## config.mk

```make
export PLATFORM = sky130hd
export DESIGN_NAME = bus_region_arbiter
export DESIGN_NICKNAME = d
export VERILOG_FILES = /design/src/rtl/bus_region_arbiter.sv
export SDC_FILE = /design/constraint.sdc
export NUM_CORES = 1
export LEC_CHECK = 0
export BUFFER_PORTS_ARGS = -buffer_cell sky130_fd_sc_hd__buf_2
export CORE_MARGIN = 8
export CORE_UTILIZATION = 40
export DETAILED_ROUTE_END_ITERATION = 16
export PLACE_DENSITY = 0.84
export SLEW_MARGIN = 20
export SYNTH_ARGS = -nofsm -noshare
export SYNTH_HDL_FRONTEND = slang
export SYNTH_SLANG_ARGS = --single-unit
export TNS_END_PERCENT = 30
```

## constraint.sdc

```tcl
create_clock -name Clk -period 2.9 [get_ports Clk]
set_clock_uncertainty 0.15 [all_clocks]
set_input_delay 0.58 -clock Clk [delete_from_list [all_inputs] [get_ports Clk]]
set_output_delay 0.58 -clock Clk [all_outputs]
set_load 0.005 [all_outputs]
```

## src/rtl/bus_region_arbiter.sv

```systemverilog
// rtl/bus_region_arbiter.sv - CPU bus decoder into parametrised slave windows with per-region read latency
module bus_region_arbiter #(
  parameter int ADR_W       = 16,
  parameter int DATA_W      = 8,
  parameter int NUM_REGIONS = 2,
  parameter logic [NUM_REGIONS*ADR_W-1:0] REGION_BASE = {16'h2000, 16'h0000},
  parameter logic [NUM_REGIONS*ADR_W-1:0] REGION_MASK = {16'hE000, 16'hE000},
  parameter logic [NUM_REGIONS*2-1:0]     REGION_LAT  = {2'd1, 2'd1},
  parameter logic [DATA_W-1:0]            DEFAULT_DATA = 8'hFF,
  parameter int RESET_HOLD  = 16
) (
  input  logic                          Clk,
  input  logic                          Reset,
  input  logic [ADR_W-1:0]              AdrIn,
  input  logic [DATA_W-1:0]             DataIn,
  input  logic                          LdMem,
  input  logic                          WrtMem,
  output logic [DATA_W-1:0]             DataOut,
  output logic                          CPUEn,
  output logic                          BusErr,
  input  logic                          ErrClr,
  output logic [ADR_W-1:0]              SlvAdr,
  output logic [DATA_W-1:0]             SlvDataOut,
  output logic [NUM_REGIONS-1:0]        SlvLd,
  output logic [NUM_REGIONS-1:0]        SlvWrt,
  input  logic [NUM_REGIONS*DATA_W-1:0] SlvDataIn,
  input  logic [NUM_REGIONS-1:0]        SlvHold
);

  localparam int SEL_W = (NUM_REGIONS > 1) ? $clog2(NUM_REGIONS) : 1;

  if (NUM_REGIONS < 1 || NUM_REGIONS > 4) begin : gCountChk
    $error("bus_region_arbiter: NUM_REGIONS must be 1..4");
  end
  if (RESET_HOLD < 0 || RESET_HOLD > 255) begin : gHoldChk
    $error("bus_region_arbiter: RESET_HOLD must be 0..255");
  end
  for (genvar g = 0; g < NUM_REGIONS; g++) begin : gLatChk
    if (REGION_LAT[g*2 +: 2] == 2'd0) begin : gBad
      $error("bus_region_arbiter: REGION_LAT of 0 is illegal");
    end
  end

  typedef enum logic {IDLE, WAIT} arbStateT;

  arbStateT             state;
  logic [7:0]           holdCnt;
  logic [1:0]           waitCnt;
  logic [SEL_W-1:0]     selQ;
  logic                 missQ;
  logic                 validQ;
  logic [DATA_W-1:0]    dataQ;

  logic [NUM_REGIONS-1:0] hitVec;
  logic [NUM_REGIONS-1:0] winVec;
  logic                   anyHit;
  logic [SEL_W-1:0]       hitIdx;
  logic [1:0]             latSel;
  logic                   go;
  logic                   stall;
  logic                   wrAcc;
  logic                   rdAcc;
  logic                   errSet;
  logic [DATA_W-1:0]      rdData;

  for (genvar g = 0; g < NUM_REGIONS; g++) begin : gHit
    assign hitVec[g] = (AdrIn & REGION_MASK[g*ADR_W +: ADR_W]) == REGION_BASE[g*ADR_W +: ADR_W];
  end

  // Scan from the top down so the lowest-index hit is the one left standing.
  always_comb begin
    anyHit = 1'b0;
    hitIdx = '0;
    for (int i = NUM_REGIONS - 1; i >= 0; i--) begin
      if (hitVec[i]) begin
        anyHit = 1'b1;
        hitIdx = SEL_W'(i);
      end
    end
  end

  assign winVec = anyHit ? (NUM_REGIONS'(1) << hitIdx) : '0;
  assign latSel = REGION_LAT[hitIdx*2 +: 2];

  assign go     = Reset & (state == IDLE) & (holdCnt == 8'd0) & ~|SlvHold;
  assign stall  = (state == WAIT) | (holdCnt != 8'd0) | |SlvHold;
  assign CPUEn  = ~stall & Reset;

  assign wrAcc  = go & WrtMem;
  assign rdAcc  = go & LdMem & ~WrtMem;
  assign SlvWrt = wrAcc ? winVec : '0;
  assign SlvLd  = rdAcc ? winVec : '0;
  assign errSet = (wrAcc & ~anyHit) | (rdAcc & ~anyHit) | (go & LdMem & WrtMem);

  assign SlvAdr     = AdrIn;
  assign SlvDataOut = DataIn;

  assign rdData  = missQ ? DEFAULT_DATA : SlvDataIn[selQ*DATA_W +: DATA_W];
  assign DataOut = validQ ? rdData : dataQ;

  always_ff @(posedge Clk) begin
    if (!Reset) begin
      state   <= IDLE;
      holdCnt <= 8'(RESET_HOLD);
      waitCnt <= 2'd0;
      selQ    <= '0;
      missQ   <= 1'b0;
      validQ  <= 1'b0;
      dataQ   <= '0;
      BusErr  <= 1'b0;
    end else begin
      if (holdCnt != 8'd0) holdCnt <= holdCnt - 8'd1;
      if (validQ) dataQ <= rdData;
      validQ <= 1'b0;
      if (errSet) BusErr <= 1'b1;
      else if (ErrClr) BusErr <= 1'b0;
      case (state)
        IDLE: begin
          if (rdAcc) begin
            selQ  <= hitIdx;
            missQ <= ~anyHit;
            if (anyHit && latSel > 2'd1) begin
              state   <= WAIT;
              waitCnt <= latSel - 2'd1;
            end else begin
              validQ <= 1'b1;
            end
          end
        end
        WAIT: begin
          // Slave holds only stretch CPUEn; the latency count always runs.
          waitCnt <= waitCnt - 2'd1;
          if (waitCnt == 2'd1) begin
            state  <= IDLE;
            validQ <= 1'b1;
          end
        end
        default: state <= IDLE;
      endcase
    end
  end

endmodule

```

# Yosys cells after proc, flatten, opt, wreduce, memory -nomap -nowiden

Cells that the tools add are included.

$mul: 0
$add $sub $neg: 3
Mux-type cells: 21
Equal/unequal tests: 4
Div/mod/pow operators: 0
Bitwise operators: 18
Magnitude comparators: 1
Shifts and indexed selects: 3
Reductions and logical operators: 9

Operators by type and width:

| cell                     | number |
|---|---|
| $logic_not A16 Y1        | 1 |
| $mux W8                  | 2 |
| $shiftx A16 B5 Y8        | 1 |
| $mux W1                  | 11 |
| $and A1 B1 Y1            | 10 |
| $mux W2                  | 5 |
| $logic_not A8 Y1         | 1 |
| $reduce_bool A8 Y1       | 1 |
| $sub A8 B1 Y8 const B    | 1 |
| $not A1 Y1               | 4 |
| $or A1 B1 Y1             | 4 |
| $pmux W1 S2              | 2 |
| $pmux W2 S2              | 1 |
| $reduce_and A2 Y1        | 2 |
| $shiftx A4 B3 Y2 const A | 1 |
| $sub A2 B1 Y2 const B    | 2 |
| $eq A3 B1 Y1 const B     | 1 |
| $eq A2 B1 Y1 const B     | 1 |
| $gt A2 B1 Y1 const B     | 1 |
| $ne A2 B1 Y1 const B     | 1 |
| $ne A2 B2 Y1 const B     | 1 |
| $reduce_bool A2 Y1       | 1 |
| $reduce_or A2 Y1         | 1 |
| $shl A1 B1 Y2 const A    | 1 |
| other kinds (2)          | 2 |

Bits in read-only memories: 0
Logic and storage cells: 67
Input port bits: 47
Memory bits (writable): 0
Memories kept: 0
Output and inout port bits: 38
Bits in latches: 0
Register bits: 23

# Depth between registers and ports, before layout

Gate-level depths: netlist of run 1.

Depth after elaboration: 10
Depth in mapped cells: 5
Depth with buffers taken out: 5

# Worst setup path after synthesis of run 1

No wires, ideal clock.

Path kind: in2out
Start: input Reset
End: output SlvWrt[0]
Setup slack: 0.581 ns
Stages: 4
Buffers on the path: 1
Required time: 2.170 ns
Arrival time: 1.589 ns
Cells stage by stage: clkbuf_1 -> nor4b_1 -> nand4_1 -> nor3b_1

Word-level cells in the longest chain between the ends: 5

Ends and longest elaborated chain:

| element                    | line | source |
|---|---|---|
| start, declared            | 13   | `input logic Reset,` |
| $and A1 B1 Y1 (3 in a row) | 85   | `assign go = Reset & (state == IDLE) & (holdCnt == 8'd0) & ~\|SlvHold;` |
| $and A1 B1 Y1              | 89   | `assign wrAcc = go & WrtMem;` |
| $mux W2                    | 91   | `assign SlvWrt = wrAcc ? winVec : '0;` |
| end, declared              | 25   | `output logic [NUM_REGIONS-1:0] SlvWrt,` |

Every way passes these cells.

# Worst setup path after layout of run 1

Start: register holdCnt[0]
End: output SlvLd[0]

Word-level cells in the longest chain between the ends: 6

Ends and longest elaborated chain:

| element                    | line | source |
|---|---|---|
| start, declared            | 47   | `logic [7:0] holdCnt;` |
| start signal, assigned     | 104  | `holdCnt <= 8'(RESET_HOLD);` |
| start signal, assigned     | 112  | `if (holdCnt != 8'd0) holdCnt <= holdCnt - 8'd1;` |
| $logic_not A8 Y1           | 85   |  |
| $and A1 B1 Y1 (2 in a row) | 85   |  |
| $and A1 B1 Y1 (2 in a row) | 90   | `assign rdAcc = go & LdMem & ~WrtMem;` |
| $mux W2                    | 92   | `assign SlvLd = rdAcc ? winVec : '0;` |
| end, declared              | 24   | `output logic [NUM_REGIONS-1:0] SlvLd,` |

Every way passes these cells.

==> run summary, run 1 <==
number of synthesized flops with an enable pin: 0
worst skew pair latency: 310 ps
CTS tree: yes
fin crit period: 2710 ps
Post-synth ARST share: 0
remaining global-route overflow: 0
Mapped Area: 0.00132 mm^2
Worst Setup End Kind: output port
RSZ-0062 raised after global routing: no
# rows: 21
critical path required time: 2170 ps
max-cap viol count: 0
clock sinks: 23
commonest non-fill, non-tap cell in the layout: buf_2
status: finished clean
Slew HR: 0.640
I/O Buffers: 42
Final Wtd Congestion: 0.809
Post-Synth Simple-Gate Area: 0.234
maximum number of pins on one net before global-route repair: 21
I/O pins: 85
leakage: 0.610 nW
worst hold path class: flop to flop
Post-synth top flop: dfxtp_1
CP arrival: 1980 ps
pwr dens: 551 mW/mm^2
first-pass GRT wire length: 4450 um
top cell type's share of synthesized area: 0.348
Final Hold Fails: 0
Synth area leader: dfxtp_1
Synth area leaders: dfxtp_1, buf_4, mux2i_1
Area growth, synth to finish: 7.47%
Synth Instances: 158
period utilization: 0.933
fraction of layout cells with a size suffix above 1: 0.297
Avg Cell Area, Syn: 8.37 um^2
post-synthesis mux area share: 0.0833
Seq/Total Area, Yosys: 0.348
Tot Pwr: 0.784 mW
worst vdd ir: 431 uV
Final Max Slew Viols: 0
fin nets: 226
flop and latch count out of synthesis: 23
Vias/cell: 4.91
Final setup violation count: 0
Die W: 73.5 um
post-layout util: 0.436
Antenna Nets Post-Route: 0
worst slack at placement: 332 ps
Worst Path Max Fanout: 5
n_diodes: 0
Warnings, synthesis: 0
Setup CP Type: flop to output port
cts-stage hold buffer count: 0
commonest cells after routing, fill and taps aside: buf_2, dfxtp_1, nor2_1
Fmax achieved: 0.370 GHz
Chip Height: 73.5 um
cts repair resizes: 0
Iter 0 DRT Violations: 16
setup TNS: 0 ps
GRT Total Usage: 0.104
vias in the first global route: 1,087
initial antenna violation count: 0
die area: 0.00540 mm^2
largest family of logic cells by synthesized area: simple AND/OR/NAND/NOR gates
Initial Utilization: 0.406
Critical Path Start Type: flop
Post-Syn Nets: 208
XOR/XNOR Fraction of Synth Area: 0.0199
Final WS setup: 195 ps
clk slew on worst S/H paths: 120 ps
DR vias: 1,085
Worst Tran Pin Value: 540 ps
adder-cell share of the synthesized area: 0.0284
htree depth: 1
complex-gate fraction of the synthesized area: 0.113
hpwl dp: 2220 um
Post-CTS Repair Setup Buffers: 0
TritonRoute pass-1 iters: 4
Remaining DRCs: 0
Post-Route WL: 2780 um
CTS root buffer: clkbuf_4
CTS buffer count: 3
core area: 0.00326 mm^2
Max clock buf depth: 2
distinct cell type count after synthesis: 34
DR WL/cell: 12.6 um
## power by group
| group | total [mW] | internal (mW) | switching (mW) |
|---|---|---|---|
| Clock | 0.145 | 0.0515 | 0.0937 |
| Combinational | 0.242 | 0.113 | 0.129 |
| Sequential | 0.396 | 0.354 | 0.0422 |
| Total | 0.784 | 0.519 | 0.265 |
## state kept, by name (all words and copies together), names as in the netlist
| signal | count |
|---|---|
| dataQ | 8 |
| holdCnt | 8 |
| waitCnt | 2 |
| BusErr | 1 |
| missQ | 1 |
| selQ | 1 |
| state | 1 |
| validQ | 1 |
## layer usage
layer,wire (um),global-route usage,up-vias,part of all wire
met5,0,0,-,0
met4,40,0.0665,0,0.014
met3,263,0.0450,8,0.095
met2,1450,0.197,29,0.52
met1,1030,0.0856,501,0.37
li1,-,-,547,-
## cell usage after synthesis (2+ instances only)
cell type  count
nor3b_1        3
dfxtp_1       23
nor2_1        17
and2_1         9
nor3_1         5
ha_1           3
buf_4         24
mux2i_1       11
nand2_1        7
o21ai_0        5
or4_1          2
xnor2_1        3
inv_1          7
or3_1          2
a21oi_1       14
clkbuf_1       5
## area by class of cell
class | instances | area, um^2
clock inverter | 1 | 5.00
inverter | 7 | 26.3
clock buffer | 3 | 22.5
sequential | 23 | 460
timing repair buffer | 43 | 218
multi-input combinational | 98 | 632
tap | 46 | 57.6
fill | 354 | 1840
## worst max-delay path, stage by stage (launching register included)
cell and delay (ps):
dfxtp_1 360, inv_1 110, ha_1 200, nor3b_1 380, nand4_1 240, nor3_1 230
buf_2 150
## final timing paths
path | cells past startpoint | end | slack (ps) | from
worst max-delay path | 6 | SlvLd[0] | 190 | holdCnt[0]
worst min-delay path | 2 | missQ | 320 | missQ
worst max register to register | 5 | selQ | 890 | holdCnt[0]
worst min register to register | 2 | missQ | 320 | missQ
## cells by family (layout without fill, tap and decap cells)
family                     after synthesis  after routing
buffers and inverters                   37             54
muxes                                   11             11
and+or+nand+nor                         55             55
AOI/OAI and AO/OA                       26             26
adders and majority gates                3              3
DFF                                     23             23
xor gates and xnor gates                 3              3
## through the flow
stage	instances	area, um^2	hold slack, ps
2_1_floorplan	158	1320	285
3_3_place_gp	217	1390	297
3_5_place_dp	217	1390	307
4_1_cts	221	1420	325
5_1_grt	221	1420	348
6_report	221	1420	322
(Power assumes the default switching activity.)
==> run 2: changes to the inputs <==
--- a/config.mk
+++ b/config.mk
@@ -9,7 +9,8 @@
 export CORE_MARGIN = 8
 export CORE_UTILIZATION = 40
 export DETAILED_ROUTE_END_ITERATION = 16
-export PLACE_DENSITY = 0.84
+export PLACE_DENSITY_LB_ADDON = 0.08
+export SKIP_CTS_REPAIR_TIMING = 1
 export SLEW_MARGIN = 20
 export SYNTH_ARGS = -nofsm -noshare
 export SYNTH_HDL_FRONTEND = slang
==> constraint.sdc (replaced) <==
create_clock -name Clk -period 3.3 [get_ports Clk]
set_clock_uncertainty 0.15 [all_clocks]
set_input_delay 0.66 -clock Clk [delete_from_list [all_inputs] [get_ports Clk]]
set_output_delay 0.66 -clock Clk [all_outputs]
set_load 0.005 [all_outputs]
==> run summary, run 2 (synthesis gave the netlist of run 1 again) <==
status: finished clean
Post-Route WL: 3120 um (+12%)
vias in the first global route: 1,052 (-3.2%)
DR WL/cell: 14.1 um (+12%)
Final setup violation count: 0 (unchanged)
I/O pins: 85 (unchanged)
hpwl dp: 2520 um (+13%)
I/O Buffers: 42 (unchanged)
Slew HR: 0.653 (+0.0132)
CP arrival: 2080 ps (+100 ps)
Iter 0 DRT Violations: 29 (+13)
DR vias: 1,094 (+0.83%)
core area: 0.00326 mm^2 (unchanged)
Remaining DRCs: 0 (unchanged)
commonest cells after routing, fill and taps aside: buf_2, dfxtp_1, nor2_1
clock power share: 0.191 (+0.006)
clock sinks: 23 (unchanged)
Hold Slack: 324 ps (+1.96 ps)
Worst Path Max Fanout: 5 (unchanged)
Final Max Slew Viols: 0 (unchanged)
leakage: 0.610 nW (unchanged)
Top Registers: dataQ: 8 flops, holdCnt: 8 flops, waitCnt: 2 flops
Comb power frac: 0.311 (+0.002)
TritonRoute pass-1 iters: 4 (unchanged)
crit path launch: holdCnt[0]
Pint: 0.456 mW (-12%)
sequential share of power: 0.498 (-0.007)
Vias/cell: 4.95 (+0.83%)
Final Hold Fails: 0 (unchanged)
pwr dens: 492 mW/mm^2 (-11%)
worst skew pair latency: 320 ps (about the same)
Worst Tran Pin Value: 520 ps (-19.8 ps)
Initial Utilization: 0.406 (unchanged)
min-delay src: missQ
Antenna Nets Post-Route: 0 (unchanged)
max-cap viol count: 0 (unchanged)
remaining global-route overflow: 0 (unchanged)
worst hold path class: flop to flop
Die W: 73.5 um (unchanged)
Worst Setup End Kind: output port
cell total after placement: 217 (unchanged)
GRT Total Usage: 0.112 (+0.00811)
# rows: 21 (unchanged)
Fmax achieved: 0.346 GHz
RSZ-0062 raised after global routing: no
Final Non-Filler Cells: 221 (unchanged)
worst vdd ir: 329 uV (-24%)
fraction of layout cells with a size suffix above 1: 0.297 (unchanged)
htree depth: 1 (unchanged)
CTS tree: yes
die area: 0.00540 mm^2 (unchanged)
Area growth, synth to finish: 7.47% (unchanged)
fin crit period: 2890 ps
commonest non-fill, non-tap cell in the layout: buf_2
clk slew on worst S/H paths: 130 ps (about the same)
Setup CP Type: flop to output port
Final Wtd Congestion: 0.718 (-11%)
Psw: 0.244 mW (-7.9%)
fin nets: 226 (unchanged)
Critical Path Start Type: flop
n_diodes: 0 (unchanged)
period utilization: 0.876
switch share: 0.349 (+0.0105)
Chip Height: 73.5 um (unchanged)
setup TNS: 0 ps (unchanged)
initial antenna violation count: 0 (unchanged)
CTS root buffer: clkbuf_4
critical path required time: 2490 ps (+320 ps)
first-pass GRT wire length: 4930 um (+11%)
FF-to-FF Start: holdCnt[0]
Max clock buf depth: 2 (unchanged)
maximum number of pins on one net before global-route repair: 21 (unchanged)
CTS buffer count: 3 (unchanged)
## run 2: cell counts in the layout (fill, tap and decap cells not counted)
No cell type changed its count.
## run 2: metrics by stage
step                      area, um^2  power [mW]  worst slack (ps)  utilization
after global routing            1420       0.747               194        0.436
after CTS                       1420       0.705               408        0.436
final                           1420       0.700               410        0.436
after floorplan                 1320       0.529               821            -
after detailed placement        1390       0.574               566        0.428
after global placement          1390       0.569               615        0.428
## run 2: path summary, 6_finish.rpt
path | end | slack (ps) | cells past startpoint
worst max-delay path | SlvLd[0] | 410 | 6
worst min-delay path | missQ | 320 | 2
worst max register to register | missQ | 1260 | 5
worst min register to register | missQ | 320 | 2
## run 2: power by group through the flow
stage / Combinational, mW / Sequential (mW) / Clock, mW
3_5_place_dp: 0.219 / 0.355 / 0
3_3_place_gp: 0.216 / 0.353 / 0
5_1_grt: 0.245 / 0.356 / 0.146
6_report: 0.218 / 0.349 / 0.134
2_1_floorplan: 0.184 / 0.345 / 0
4_1_cts: 0.220 / 0.349 / 0.137
## run 2: layout make-up
class                      count  area, um^2
fill                         364        1840
multi-input combinational     98         632
sequential                    23         460
timing repair buffer          43         218
tap                           46        57.6
inverter                       7        26.3
clock buffer                   3        22.5
clock inverter                 1        5.00
## run 2: metal layers
metal | share of wire | GRT usage | vias to the layer above
met5 | 0 | 0 | -
met4 | 0.0083 | 0.0333 | 0
met3 | 0.12 | 0.0518 | 5
met2 | 0.49 | 0.203 | 58
met1 | 0.38 | 0.111 | 485
li1 | - | - | 546
## run 2: worst max-delay path, stage by stage, from the launching register on
cell	delay [ps]
dfxtp_1	370
inv_1	100
ha_1	210
nor3b_1	450
nand4_1	250
nor3_1	240
buf_2	150
==> run 3: changes to the inputs <==
==> constraint.sdc (replaced) <==
create_clock -name Clk -period 3.3 [get_ports Clk]
set_clock_uncertainty 0.15 [all_clocks]
set_input_delay 0.495 -clock Clk [delete_from_list [all_inputs] [get_ports Clk]]
set_output_delay 0.495 -clock Clk [all_outputs]
set_load 0.005 [all_outputs]
==> run summary, run 3 (synthesis gave the netlist of run 1 again) <==
Top Registers: dataQ: 8 flops, holdCnt: 8 flops, waitCnt: 2 flops
initial antenna violation count: 0 (unchanged)
Vias/cell: 4.90 (-0.91%)
fin nets: 226 (unchanged)
Iter 0 DRT Violations: 25 (-14%)
core area: 0.00326 mm^2 (unchanged)
Worst Tran Pin Value: 528 ps (+7.81 ps)
hpwl dp: 2530 um (+0.59%)
clock sinks: 23 (unchanged)
Tot Pwr: 0.701 mW (+0.15%)
DR WL/cell: 14.3 um (+1.3%)
cell total after placement: 217 (unchanged)
die area: 0.00540 mm^2 (unchanged)
Initial Utilization: 0.406 (unchanged)
Worst Hold Depth: 3 (+1)
Post-Route WL: 3170 um (+1.3%)
Final Hold Fails: 0 (unchanged)
met2 wire len: 1570 um (+2.1%)
Chip Height: 73.5 um (unchanged)
commonest cells after routing, fill and taps aside: buf_2, dfxtp_1, nor2_1
worst slack at placement: 890 ps (+324 ps)
remaining global-route overflow: 0 (unchanged)
Die W: 73.5 um (unchanged)
Critical Path Start Type: flop
CTS root buffer: clkbuf_4
Psw: 0.245 mW (+0.35%)
clk slew on worst S/H paths: 130 ps (about the same)
Worst Setup End Kind: output port
Worst Reg-to-Reg Cells: 5 (unchanged)
DR vias: 1,084 (-0.91%)
Antenna Nets Post-Route: 0 (unchanged)
Area growth, synth to finish: 7.47% (unchanged)
Worst Path Max Fanout: 5 (unchanged)
Comb power frac: 0.310 (about the same)
Slew HR: 0.648 (-0.00522)
setup TNS: 0 ps (unchanged)
Final setup violation count: 0 (unchanged)
htree depth: 1 (unchanged)
fin crit period: 2680 ps (-205 ps)
fraction of layout cells with a size suffix above 1: 0.297 (unchanged)
n_diodes: 0 (unchanged)
Pint: 0.456 mW (about the same)
top layer used by detailed routing: met4
switch share: 0.349 (+0.000681)
CP arrival: 2040 ps (-40 ps)
Final Max Slew Viols: 0 (unchanged)
worst hold path class: input port to flop
status: finished clean
TritonRoute pass-1 iters: 4 (unchanged)
Setup CP Type: flop to output port
clock power share: 0.192 (about the same)
# rows: 21 (unchanged)
Max clock buf depth: 2 (unchanged)
Final Non-Filler Cells: 221 (unchanged)
maximum number of pins on one net before global-route repair: 21 (unchanged)
post-layout util: 0.436 (unchanged)
Hold Slack: 325 ps (+0.365 ps)
first-pass GRT wire length: 5080 um (+3.1%)
leakage: 0.610 nW (unchanged)
I/O pins: 85 (unchanged)
commonest non-fill, non-tap cell in the layout: buf_2
sequential share of power: 0.498 (about the same)
period utilization: 0.814 (-0.0621)
RSZ-0062 raised after global routing: no
vias in the first global route: 1,136 (+8.0%)
critical path required time: 2650 ps (+160 ps)
Remaining DRCs: 0 (unchanged)
Final WS setup: 615 ps (+205 ps)
final instance area: 0.00142 mm^2 (unchanged)
Met1 Routed Length: 1200 um (+1.9%)
Final Wtd Congestion: 0.743 (+3.4%)
worst skew pair latency: 320 ps (about the same)
I/O Buffers: 42 (unchanged)
pwr dens: 493 mW/mm^2 (+0.15%)
CTS tree: yes
placed inst area: 0.00139 mm^2 (unchanged)
CTS buffer count: 3 (unchanged)
Fmax achieved: 0.372 GHz (+7.6%)
FILL cells: 351 (-3.6%)
GRT Total Usage: 0.116 (+0.00397)
max-cap viol count: 0 (unchanged)
met3 WL: 350 um (-7.7%)
worst vdd ir: 283 uV (-14%)
[run 3: cell type report]
cell class / count / area (um^2) / share of cell area
multi-input cells: 98 / 632 / 0.445
clock inverters: 1 / 5.00 / 0.00352
clock buffers: 3 / 22.5 / 0.0158
well taps: 46 / 57.6 / 0.0405
inverters: 7 / 26.3 / 0.0185
flip-flops and latches: 23 / 460 / 0.324
repair buffers: 43 / 218 / 0.153
[run 3: power by group through the flow]
stage / combinational (mW) / sequential [mW] / clock (mW)
6_report: 0.217 / 0.349 / 0.135
5_1_grt: 0.242 / 0.356 / 0.153
4_1_cts: 0.219 / 0.348 / 0.139
3_5_place_dp: 0.217 / 0.354 / 0
3_3_place_gp: 0.216 / 0.353 / 0
2_1_floorplan: 0.184 / 0.345 / 0
[run 3: layer usage]
layer	track usage	vias up
li1	-	548
met1	0.117	482
met2	0.198	50
met3	0.0546	4
met4	0.0554	0
met5	0	-
[run 3: final timing paths]
kind	start	endpoint	slack [ps]
max	holdCnt[0]	SlvWrt[0]	620
min	AdrIn[13]	selQ	320
max reg2reg	holdCnt[0]	missQ	1280
min reg2reg	missQ	missQ	330
[run 3: critical path, stage by stage, from the launching register on]
cell	delay, ps
dfxtp_1	370
inv_1	110
ha_1	200
nor3b_1	380
nand4_1	260
nor3b_1	260
buf_2	150
